[src/rtl/sadd_pkg.sv]
// Shared types and helpers for the sadd_ds digit-serial adder/subtractor.
// Holds the FSM state type, parameter range limits and the count-width function.
package sadd_pkg;

  typedef enum logic {
    IDLE = 1'b0,
    RUN  = 1'b1
  } state_t;

  localparam int DW_MIN   = 1;
  localparam int DW_MAX   = 16;
  localparam int NDIG_MIN = 2;
  localparam int NDIG_MAX = 256;

  function automatic int clog2(input int n);
    int r;
    r = 0;
    for (int i = 0; i < 32; i++) begin
      if ((1 << r) < n) r = r + 1;
    end
    return r;
  endfunction

endpackage

[src/rtl/sadd_ds_if.sv]
// Digit stream bundle between the serialiser, sadd_ds and the result register.
// Inputs: in_valid/first/sub/x/y. Outputs: out_valid/z/out_last/cout/ovf.
interface sadd_ds_if #(
  parameter int DW = 1
);
  logic          in_valid;
  logic          first;
  logic          sub;
  logic [DW-1:0] x;
  logic [DW-1:0] y;
  logic          out_valid;
  logic [DW-1:0] z;
  logic          out_last;
  logic          cout;
  logic          ovf;

  modport master (
    output in_valid, first, sub, x, y,
    input  out_valid, z, out_last, cout, ovf
  );

  modport slave (
    input  in_valid, first, sub, x, y,
    output out_valid, z, out_last, cout, ovf
  );
endinterface

[src/rtl/sadd_digit_cell.sv]
// Combinational DW-bit digit adder; inv complements y for subtraction.
// In: x, y, cin, inv. Out: s (sum digit), c (carry), ovf_digit (signed ovf).
module sadd_digit_cell #(
  parameter int DW = 1
) (
  input  logic [DW-1:0] x,
  input  logic [DW-1:0] y,
  input  logic          cin,
  input  logic          inv,
  output logic [DW-1:0] s,
  output logic          c,
  output logic          ovf_digit
);
  logic [DW-1:0] w_yb;

  assign w_yb = inv ? ~y : y;
  assign {c, s} = {1'b0, x} + {1'b0, w_yb} + {{DW{1'b0}}, cin};
  assign ovf_digit = (x[DW-1] == w_yb[DW-1]) &
                     (s[DW-1] != x[DW-1]);
endmodule

[src/rtl/sadd_ds.sv]
// Digit-serial add/sub, LSB digit first, DW bits per cycle, NDIG digits/word.
// Ports: clk, rst (sync, active-high), bus (sadd_ds_if.slave).
module sadd_ds
  import sadd_pkg::*;
#(
  parameter int DW   = 1,
  parameter int NDIG = 8
) (
  input  logic    clk,
  input  logic    rst,
  sadd_ds_if.slave bus
);
  localparam int CW = clog2(NDIG);
  localparam logic [CW-1:0] LAST = CW'(NDIG - 1);

  if (DW < DW_MIN || DW > DW_MAX ||
      NDIG < NDIG_MIN || NDIG > NDIG_MAX) begin : g_bad_param
    $error("sadd_ds: DW or NDIG out of range");
  end

  state_t        r_state;
  logic          r_carry;
  logic          r_mode;
  logic [CW-1:0] r_cnt;
  logic          r_out_valid;
  logic [DW-1:0] r_z;
  logic          r_last;
  logic          r_cout;
  logic          r_ovf;

  logic          w_start;
  logic          w_cin;
  logic          w_mode;
  logic [DW-1:0] w_s;
  logic          w_c;
  logic          w_ovf;

  // A first digit restarts the word in any state, so the
  // cell sees the incoming mode/carry-in rather than stored ones.
  assign w_start = bus.in_valid & bus.first;
  assign w_cin   = w_start ? bus.sub : r_carry;
  assign w_mode  = w_start ? bus.sub : r_mode;

  sadd_digit_cell #(.DW(DW)) u_cell (
    .x         (bus.x),
    .y         (bus.y),
    .cin       (w_cin),
    .inv       (w_mode),
    .s         (w_s),
    .c         (w_c),
    .ovf_digit (w_ovf)
  );

  always_ff @(posedge clk) begin
    if (rst) begin
      r_state     <= IDLE;
      r_carry     <= 1'b0;
      r_mode      <= 1'b0;
      r_cnt       <= '0;
      r_out_valid <= 1'b0;
      r_z         <= '0;
      r_last      <= 1'b0;
      r_cout      <= 1'b0;
      r_ovf       <= 1'b0;
    end else begin
      r_out_valid <= 1'b0;
      r_last      <= 1'b0;
      r_cout      <= 1'b0;
      r_ovf       <= 1'b0;
      if (w_start) begin
        // NDIG >= 2, so a first digit is never also the last.
        r_mode      <= bus.sub;
        r_carry     <= w_c;
        r_z         <= w_s;
        r_out_valid <= 1'b1;
        r_cnt       <= CW'(1);
        r_state     <= RUN;
      end else if (bus.in_valid) begin
        unique case (r_state)
          IDLE: ;
          RUN: begin
            r_carry     <= w_c;
            r_z         <= w_s;
            r_out_valid <= 1'b1;
            if (r_cnt == LAST) begin
              r_last  <= 1'b1;
              r_cout  <= w_c;
              r_ovf   <= w_ovf;
              r_cnt   <= '0;
              r_state <= IDLE;
            end else begin
              r_cnt <= r_cnt + 1'b1;
            end
          end
          default: r_state <= IDLE;
        endcase
      end
    end
  end

  assign bus.out_valid = r_out_valid;
  assign bus.z         = r_z;
  assign bus.out_last  = r_last;
  assign bus.cout      = r_cout;
  assign bus.ovf       = r_ovf;
endmodule

[src/flat_wrapper.sv]
// flat-port wrapper written by rule: the top's interface ports become plain ports
module sadd_ds_flat import sadd_pkg::*;
#(
  parameter int DW   = 1,
  parameter int NDIG = 8
)
  (clk, rst, bus_in_valid, bus_first, bus_sub, bus_x, bus_y, bus_out_valid, bus_z, bus_out_last, bus_cout, bus_ovf);
  sadd_ds_if #(.DW(DW)) bus_i ();
  input  logic clk;
  input  logic rst;
  input wire logic [$bits(bus_i.in_valid)-1:0] bus_in_valid;
  input wire logic [$bits(bus_i.first)-1:0] bus_first;
  input wire logic [$bits(bus_i.sub)-1:0] bus_sub;
  input wire logic [$bits(bus_i.x)-1:0] bus_x;
  input wire logic [$bits(bus_i.y)-1:0] bus_y;
  output wire logic [$bits(bus_i.out_valid)-1:0] bus_out_valid;
  output wire logic [$bits(bus_i.z)-1:0] bus_z;
  output wire logic [$bits(bus_i.out_last)-1:0] bus_out_last;
  output wire logic [$bits(bus_i.cout)-1:0] bus_cout;
  output wire logic [$bits(bus_i.ovf)-1:0] bus_ovf;
  assign bus_i.in_valid = bus_in_valid;
  assign bus_i.first = bus_first;
  assign bus_i.sub = bus_sub;
  assign bus_i.x = bus_x;
  assign bus_i.y = bus_y;
  assign bus_out_valid = bus_i.out_valid;
  assign bus_z = bus_i.z;
  assign bus_out_last = bus_i.out_last;
  assign bus_cout = bus_i.cout;
  assign bus_ovf = bus_i.ovf;
  sadd_ds #(.DW(DW), .NDIG(NDIG)) u_core (.clk(clk), .rst(rst), .bus(bus_i));
endmodule
[config.mk]
export PLATFORM = sky130hd
export DESIGN_NAME = sadd_ds_flat
export DESIGN_NICKNAME = d
export VERILOG_FILES = /design/src/rtl/sadd_pkg.sv /design/src/rtl/sadd_ds_if.sv /design/src/rtl/sadd_digit_cell.sv /design/src/rtl/sadd_ds.sv /design/src/flat_wrapper.sv
export SDC_FILE = /design/constraint.sdc
export NUM_CORES = 1
export LEC_CHECK = 0
export BUFFER_PORTS_ARGS = -buffer_cell sky130_fd_sc_hd__buf_2
export CELL_PAD_IN_SITES_DETAIL_PLACEMENT = 1
export CELL_PAD_IN_SITES_GLOBAL_PLACEMENT = 2
export CORE_AREA = 2 2 41 53
export CTS_CLUSTER_DIAMETER = 60
export DETAILED_ROUTE_END_ITERATION = 8
export DIE_AREA = 0 0 43 55
export PLACE_DENSITY_LB_ADDON = 0.2
export SETUP_SLACK_MARGIN = 0.15
export SKIP_CTS_REPAIR_TIMING = 1
export SYNTH_ARGS = -nofsm -noshare
export SYNTH_HDL_FRONTEND = slang
export SYNTH_SLANG_ARGS = --single-unit
[constraint.sdc]
create_clock -name clk -period 1.6 [get_ports clk]
set_input_delay 0.32 -clock clk [delete_from_list [all_inputs] [get_ports clk]]
set_output_delay 0.32 -clock clk [all_outputs]
set_load 0.005 [all_outputs]
==> results.md, run 1 <==
- Die H: 55 µm
- Sw Ratio: 25.01%
- Synth Flop Type: dfxtp_1
- Power Density: 894.8 mW/mm²
- Comb power frac: 15.8%
- Synth Cell Area: 460.4 µm²
- Core Util, Final: 33.73%
- Slew margin rel.: 79.94%
- Buffers on Ports: 11
- Wire length per cell: 11.86 µm
- Vias in the first global route: 393
- Layout cells sized above 1: 43.08%
- TritonCTS clock tree: yes
- Crit start category: primary input
- Final period utilization: 93.96%
- Worst R2R Path Depth: 5
- FF+latch count, synth: 11
- Longest Clk Path Bufs: 2
- Crit Path Class: in -> reg
- Die W: 43 µm
- Critical Path AT: 1.70 ns
- RSZ-0062 raised after global routing: true
- Design Area, Final: 638.1 µm²
- Final Skew: 0.009122 ns
- Seq/Total Area, Yosys: 47.83%
- Max_cap viols: 0
- Total Wirelength: 1008 µm
- Skew-Pair Late Insertion Delay: 0.27 ns
- GRT Total Usage: 10.50%
- Syn avg cell area: 10.23 µm²
- Core area: 0.001892 mm²
- Cells after Synth: 45
- Achievable Freq: 665.2 MHz
- Peak supply drop: 447.0 µV
- Stages on the worst setup path: 7
- Area Growth Syn to Fin: 38.59%
- Pre-CTS WS: -0.1830 ns
- Power, Total: 0.0005710 W
- Buf/Inv on CP: 1
- Top-area cell type share of the netlist area: 47.83%
- Clk Tree Root Cell: clkbuf_4
- FILL cells: 243
- Net switching power: 0.0001428 W
- Final Max Slew Viols: 0
- CTS sink cnt: 11
- Most frequent cells after synthesis: dfxtp_1, nor2_1, nand2_1
- Max incr delay on CP: 0.48 ns
- Ports: 12
- DRC: 0
- Dpl cell area: 591.8 µm²
- Crit-path leading delay family: adder cells
- DR vias: 386
- Post-DP HPWL: 812 µm
- DRT antenna net count: 0
- DRT iter0 DRCs: 1
- CP Capture Type: flip-flop
- Crit-path max FO: 3
- Num CTS Buffers: 3
- Initial antenna violation count: 0
- Congestion Overflow GR: 0
- Clock Power Share: 33.1%
- Largest net degree at the start of global routing: 10
- Synth cell types: 20
- Min Clock Period, post-route: 1.503 ns
- YS warnings: 0
- Final GP Congestion: 0.6070
- Syn nets: 55
- Status: completed
- Biggest area consumer among synthesized cells: dfxtp_1
- Synth area leaders: dfxtp_1, mux2i_1, nor2_1, ha_1, fa_1
- Diodes inserted: 0
- Worst slew pin tran: 0.2996 ns
- Worst endpoint required time: 1.80 ns
- Sequential Power Share: 51.0%
- Post-synth EDFFs: 0
- P_leak: 0.3018 nW
- First-pass GRT wire length: 1697 µm
- Asr flop ratio synth: 0%
- Final Worst Setup Slack: 0.09671 ns
- Int Pwr: 0.0004282 W
- Die area: 0.002365 mm²
- Vias per inst: 4.541
- Max stage delay cell, worst path: fa_1
- H-Tree Depth: 1
- Crit-path cells: buf_2 > and3_4 > a21oi_4 > xnor2_2 > fa_1 > nand3b_1 > mux2i_1
- Hold Crit Depth: 2
- Fin nets: 76
- Starting Density: 24.34%
- First-pass detailed-route iteration total: 3
- Num rows: 18
- Finish-stage setup viols: 0
- Worst min-delay path category: in -> reg
- Final hold vios: 0
- Clock slew at reported path FFs: 0.08 ns
- Top-count cell post-synth: dfxtp_1
- Total negative setup slack: 0 ns
==> layer usage <==
layer	up-vias	wire length, µm	global-route usage (%)
met4	0	6	7.576
met3	2	57	3.571
met1	177	409	10.28
met2	8	534	18.69
met5	-	0	0
li1	199	-	-
==> flip-flops by register name, summed over array words and instances, names as in the netlist <==
signal                cells
u_core.r_state            1
u_core.r_mode             1
u_core.r_carry            1
u_core.bus.z              1
u_core.bus.ovf            1
u_core.r_cnt              3
u_core.bus.cout           1
u_core.bus.out_last       1
u_core.bus.out_valid      1
==> cell type report <==
type                            instances  area, µm²  area share, %
Clock buffer                            4      26.28          4.118
Multi-Input combinational cell         33      265.3          41.57
Sequential cell                        11      221.5          34.71
Tap cell                               20      25.02          3.922
Timing Repair Buffer                   17      100.1          15.69
==> final timing paths <==
kind                          end  slack [ns]             from
hold / removal      u_core.r_mode        0.35              rst
setup reg to reg   u_core.bus.ovf        0.12    u_core.r_mode
hold reg to reg   u_core.r_cnt[0]        0.48  u_core.r_cnt[0]
setup / recovery   u_core.bus.ovf         0.1        bus_first
==> power groups by stage <==
stage / combinational (W) / sequential, W / clock, W
2_1_floorplan: 0.0000484 / 0.000297 / 0
5_1_grt: 0.000102 / 0.000293 / 0.000225
6_report: 0.0000904 / 0.000291 / 0.000189
4_1_cts: 0.0000879 / 0.000291 / 0.000202
3_3_place_gp: 0.0000856 / 0.000298 / 0
3_5_place_dp: 0.0000875 / 0.000298 / 0
==> worst reg2reg max path, delay by kind of cell (launching register included) <==
kind	cells	cell delay (ns)
compound gates	1	0.15
xor+xnor	1	0.14
fa+ha+maj	1	0.48
flops	1	0.34
mux	1	0.14
simple gates	1	0.18
==> stage by stage <==
step / cells / hold WS [ns]
global route: 85 / 0.3556
detailed placement: 80 / 0.4835
CTS: 84 / 0.3341
global placement: 80 / 0.4842
floorplan: 45 / 0.4117
finish: 85 / 0.3519
==> cells in the final DEF (no fill, tap or decap), drive strengths merged <==
| cell | Yosys | final |
|---|---|---|
| and3 | 1 | 1 |
| mux2i | 3 | 3 |
| a21o | 1 | 1 |
| a21oi | 3 | 3 |
| and2 | 1 | 1 |
| a22oi | 2 | 2 |
| ha | 2 | 2 |
| nand2 | 5 | 5 |
| nor3b | 1 | 1 |
| xnor2 | 1 | 1 |
| fa | 1 | 1 |
| nand3b | 2 | 2 |
| nor2 | 7 | 7 |
| buf | 1 | 17 |
| dfxtp | 11 | 11 |
| o21ai | 2 | 2 |
| nor4b | 1 | 1 |
| clkbuf | 0 | 4 |
==> cell families after synthesis <==
family | count (synthesis) | synth area share, %
simple gates | 18 | 21.74
flops | 11 | 47.83
compound gates | 8 | 11.14
mux | 3 | 6.522
fa+ha+maj | 3 | 9.782
xor+xnor | 1 | 1.903
buf+inv | 1 | 1.086
Power figures use the tool's default switching activity.
==> run 2, diff against run 1 <==
--- a/config.mk
+++ b/config.mk
@@ -5,13 +5,14 @@
 export SDC_FILE = /design/constraint.sdc
 export NUM_CORES = 1
 export LEC_CHECK = 0
+export ABC_AREA = 1
 export BUFFER_PORTS_ARGS = -buffer_cell sky130_fd_sc_hd__buf_2
 export CELL_PAD_IN_SITES_DETAIL_PLACEMENT = 1
 export CELL_PAD_IN_SITES_GLOBAL_PLACEMENT = 2
-export CORE_AREA = 2 2 41 53
+export CORE_AREA = 2 2 49 51
 export CTS_CLUSTER_DIAMETER = 60
 export DETAILED_ROUTE_END_ITERATION = 8
-export DIE_AREA = 0 0 43 55
+export DIE_AREA = 0 0 51 53
 export PLACE_DENSITY_LB_ADDON = 0.2
 export SETUP_SLACK_MARGIN = 0.15
 export SKIP_CTS_REPAIR_TIMING = 1
==> run 2 against run 1 <==
Against the previous run: clock-buffer cell count unchanged; utilization fell by 1.2 points; power up 5.5%; critical path type is now reg -> reg; largest power group unchanged.
==> results.md, run 2 <==
- Status: completed
- FF-to-FF Start: u_core.r_mode
- First-pass GRT wire length: 2166 µm (+28%)
- Final period utilization: 95.55% (+1.6 points)
- Final Skew: 0.0007997 ns (-0.008322 ns)
- Power Density: 862.6 mW/mm² (-3.6%)
- R2R Setup Slk: 0.07 ns (-0.05 ns)
- Pre-CTS WS: -0.1364 ns (+0.04665 ns)
- P_leak: 0.3479 nW (+15%)
- Final Max Slew Viols: 0 (unchanged)
- Hold Crit Depth: 2 (unchanged)
- Layout cells sized above 1: 42.53% (-0.55 points)
- Final GP Congestion: 0.6650 (+9.6%)
- Hold EP: u_core.r_mode
- DRT iter0 DRCs: 3 (+2)
- Num CTS Buffers: 3 (unchanged)
- Clock slew at reported path FFs: 0.07 ns (about the same)
- Syn avg cell area: 7.820 µm² (-24%)
- Crit-path max FO: 4 (+1)
- Total Wirelength: 1255 µm (+25%)
- Crit start category: flip-flop
- Skew-Pair Late Insertion Delay: 0.28 ns (about the same)
- Final hold vios: 0 (unchanged)
- Diodes inserted: 0 (unchanged)
- Die area: 0.002703 mm² (+14%)
- DRT antenna net count: 0 (unchanged)
- Fin nets: 98 (+29%)
- RSZ-0062 raised after global routing: true
- Worst endpoint required time: 1.82 ns (+0.02 ns)
- Vias per inst: 4.104 (-9.6%)
- TritonCTS clock tree: yes
- Synth Flop Type: dfxtp_1
- Cells after Synth: 64 (+42%)
- Top-count cell post-synth: nand2_1
- Biggest area consumer among synthesized cells: dfxtp_1
- Asr flop ratio synth: 0% (unchanged)
- Finish-stage setup viols: 0 (unchanged)
- FF+latch count, synth: 11 (unchanged)
- Final Worst Setup Slack: 0.07119 ns (-0.02551 ns)
- Fin cells: 115 (+35%)
- Core area: 0.002148 mm² (+14%)
- Most flops, register: u_core.r_cnt
- Core Util, Final: 32.50% (-1.2 points)
- Worst slew pin tran: 0.1766 ns (-0.1230 ns)
- Achievable Freq: 654.1 MHz (-1.7%)
- Die H: 53 µm (-3.6%)
- Die W: 51 µm (+19%)
- Congestion Overflow GR: 0 (unchanged)
- Worst min-delay path category: in -> reg
- Max_cap viols: 0 (unchanged)
- YS warnings: 0 (unchanged)
- Ports: 12 (unchanged)
- Initial antenna violation count: 0 (unchanged)
- First-pass detailed-route iteration total: 2 (-1)
- Worst R2R Path Depth: 10 (+5)
- Post-DP HPWL: 979.2 µm (+21%)
- Syn nets: 74 (+35%)
- CP Capture Type: flip-flop
- Max reg flops: 3 (unchanged)
- Top-area cell type share of the netlist area: 44.00% (-3.8 points)
- GRT Total Usage: 11.39% (+0.89 points)
- Commonest non-fill, non-tap cell in the layout: nand2_1
- H-Tree Depth: 1 (unchanged)
- Critical Path AT: 1.75 ns (+0.05 ns)
- Post-synth EDFFs: 0 (unchanged)
- Synth cell types: 15 (-25%)
- Synth Cell Area: 500.5 µm² (+8.7%)
- Buffers on Ports: 11 (unchanged)
- Area Growth Syn to Fin: 39.50%
- Vias in the first global route: 496 (+26%)
- Longest Clk Path Bufs: 2 (unchanged)
- Num rows: 17 (-1)
- Hold_sp: rst
- Most frequent cells in the layout: nand2_1, buf_2, dfxtp_1, buf_4
- Seq/Total Area, Yosys: 44.00% (-3.8 points)
- Clk Tree Root Cell: clkbuf_4
- Peak supply drop: 370.3 µV (-17%)
- Min Clock Period, post-route: 1.529 ns (+0.02551 ns)
- DR vias: 472 (+22%)
- Placed cells: 109 (+36%)
- Slew margin rel.: 88.20% (+8.3 points)
- Largest net degree at the start of global routing: 7 (-3)
- Crit Path Class: reg -> reg
- Starting Density: 23.30% (-1.0 points)
- DRC: 0 (unchanged)
- CTS sink cnt: 11 (unchanged)
- Most frequent cells after synthesis: nand2_1, dfxtp_1, a21oi_1, inv_1, nor2_1
- R2R Path End: u_core.bus.ovf
- Synth area leaders: dfxtp_1, nand2_1, a21oi_1, ha_1, nand2_2
- Wire length per cell: 10.91 µm (-8.0%)
run 2: changes by cell type in the layout (fill, tap and decap cells not counted), sizes merged, moves of 3 or more:
cell | before | now
inv | 0 | 5
mux2i | 3 | 0
nand2 | 5 | 24
nand3 | 0 | 5
run 2: routing by layer:
metal	vias to the layer above	track usage [%]	wire length, µm
met2	10	16.67	549
met4	0	9.459	40
met3	5	2.542	74
met5	-	0	0
li1	248	-	-
met1	209	14.14	590
run 2: layout make-up:
| type | count | area [µm²] |
|---|---|---|
| fill | 273 | 1450 |
| multi-input combinational | 47 | 276.5 |
| sequential | 11 | 221.5 |
| timing repair buffer | 19 | 115.1 |
| tap | 28 | 35.03 |
| clock buffer | 4 | 26.28 |
| inverter | 6 | 23.77 |
run 2: report_power, final:
part / internal [W] / switching, W / leakage (nW)
Clock: 0.0000969 / 0.000102 / 0.0150
Combinational: 0.0000538 / 0.0000579 / 0.243
Sequential: 0.000285 / 0.00000649 / 0.0902
run 2: worst max-delay path: stages (launching register included):
cell	delay, ns
dfxtp_2	0.34
nand2_4	0.07
nand2_4	0.06
nand2_2	0.05
nand2_2	0.08
inv_2	0.04
fa_1	0.57
nand2_1	0.06
nand3_1	0.06
nand2_1	0.05
nor2_1	0.09
run 2: cells by family (layout without fill, tap and decap cells):
logic type / Yosys count / after routing / synth area share [%]
AND/OR/NAND/NOR: 37 / 37 / 35.25
flip-flops: 11 / 11 / 44.00
AO/OA/AOI/OAI: 7 / 7 / 6.999
buffers and inverters: 6 / 29 / 4.749
adder cells (fa/ha/maj): 3 / 3 / 8.999
run 2: metrics by stage:
step                       power, W  area [µm²]  hold slack, ns  setup TNS (ns)
after global routing      0.0006367       698.2          0.2972        -0.05851
final                     0.0006022       698.2          0.2689               0
after global placement    0.0003914       640.6          0.4583        -0.09889
after CTS                 0.0005995       666.9          0.2796               0
after floorplan           0.0003503       505.5          0.3891               0
after detailed placement  0.0003944       640.6          0.4620         -0.1778
run 2: worst max path at each step:
stage / start / endpoint / slack [ns] / depth (start not counted)
2_1_floorplan: bus_first / u_core.bus.ovf / 0.13 / 11
3_3_place_gp: bus_in_valid / u_core.bus.ovf / -0.09 / 11
3_5_place_dp: bus_in_valid / u_core.bus.ovf / -0.14 / 12
4_1_cts: u_core.r_mode / u_core.bus.ovf / 0.04 / 10
5_1_grt: u_core.r_mode / u_core.bus.ovf / -0.06 / 9
6_report: u_core.r_mode / u_core.bus.ovf / 0.07 / 10
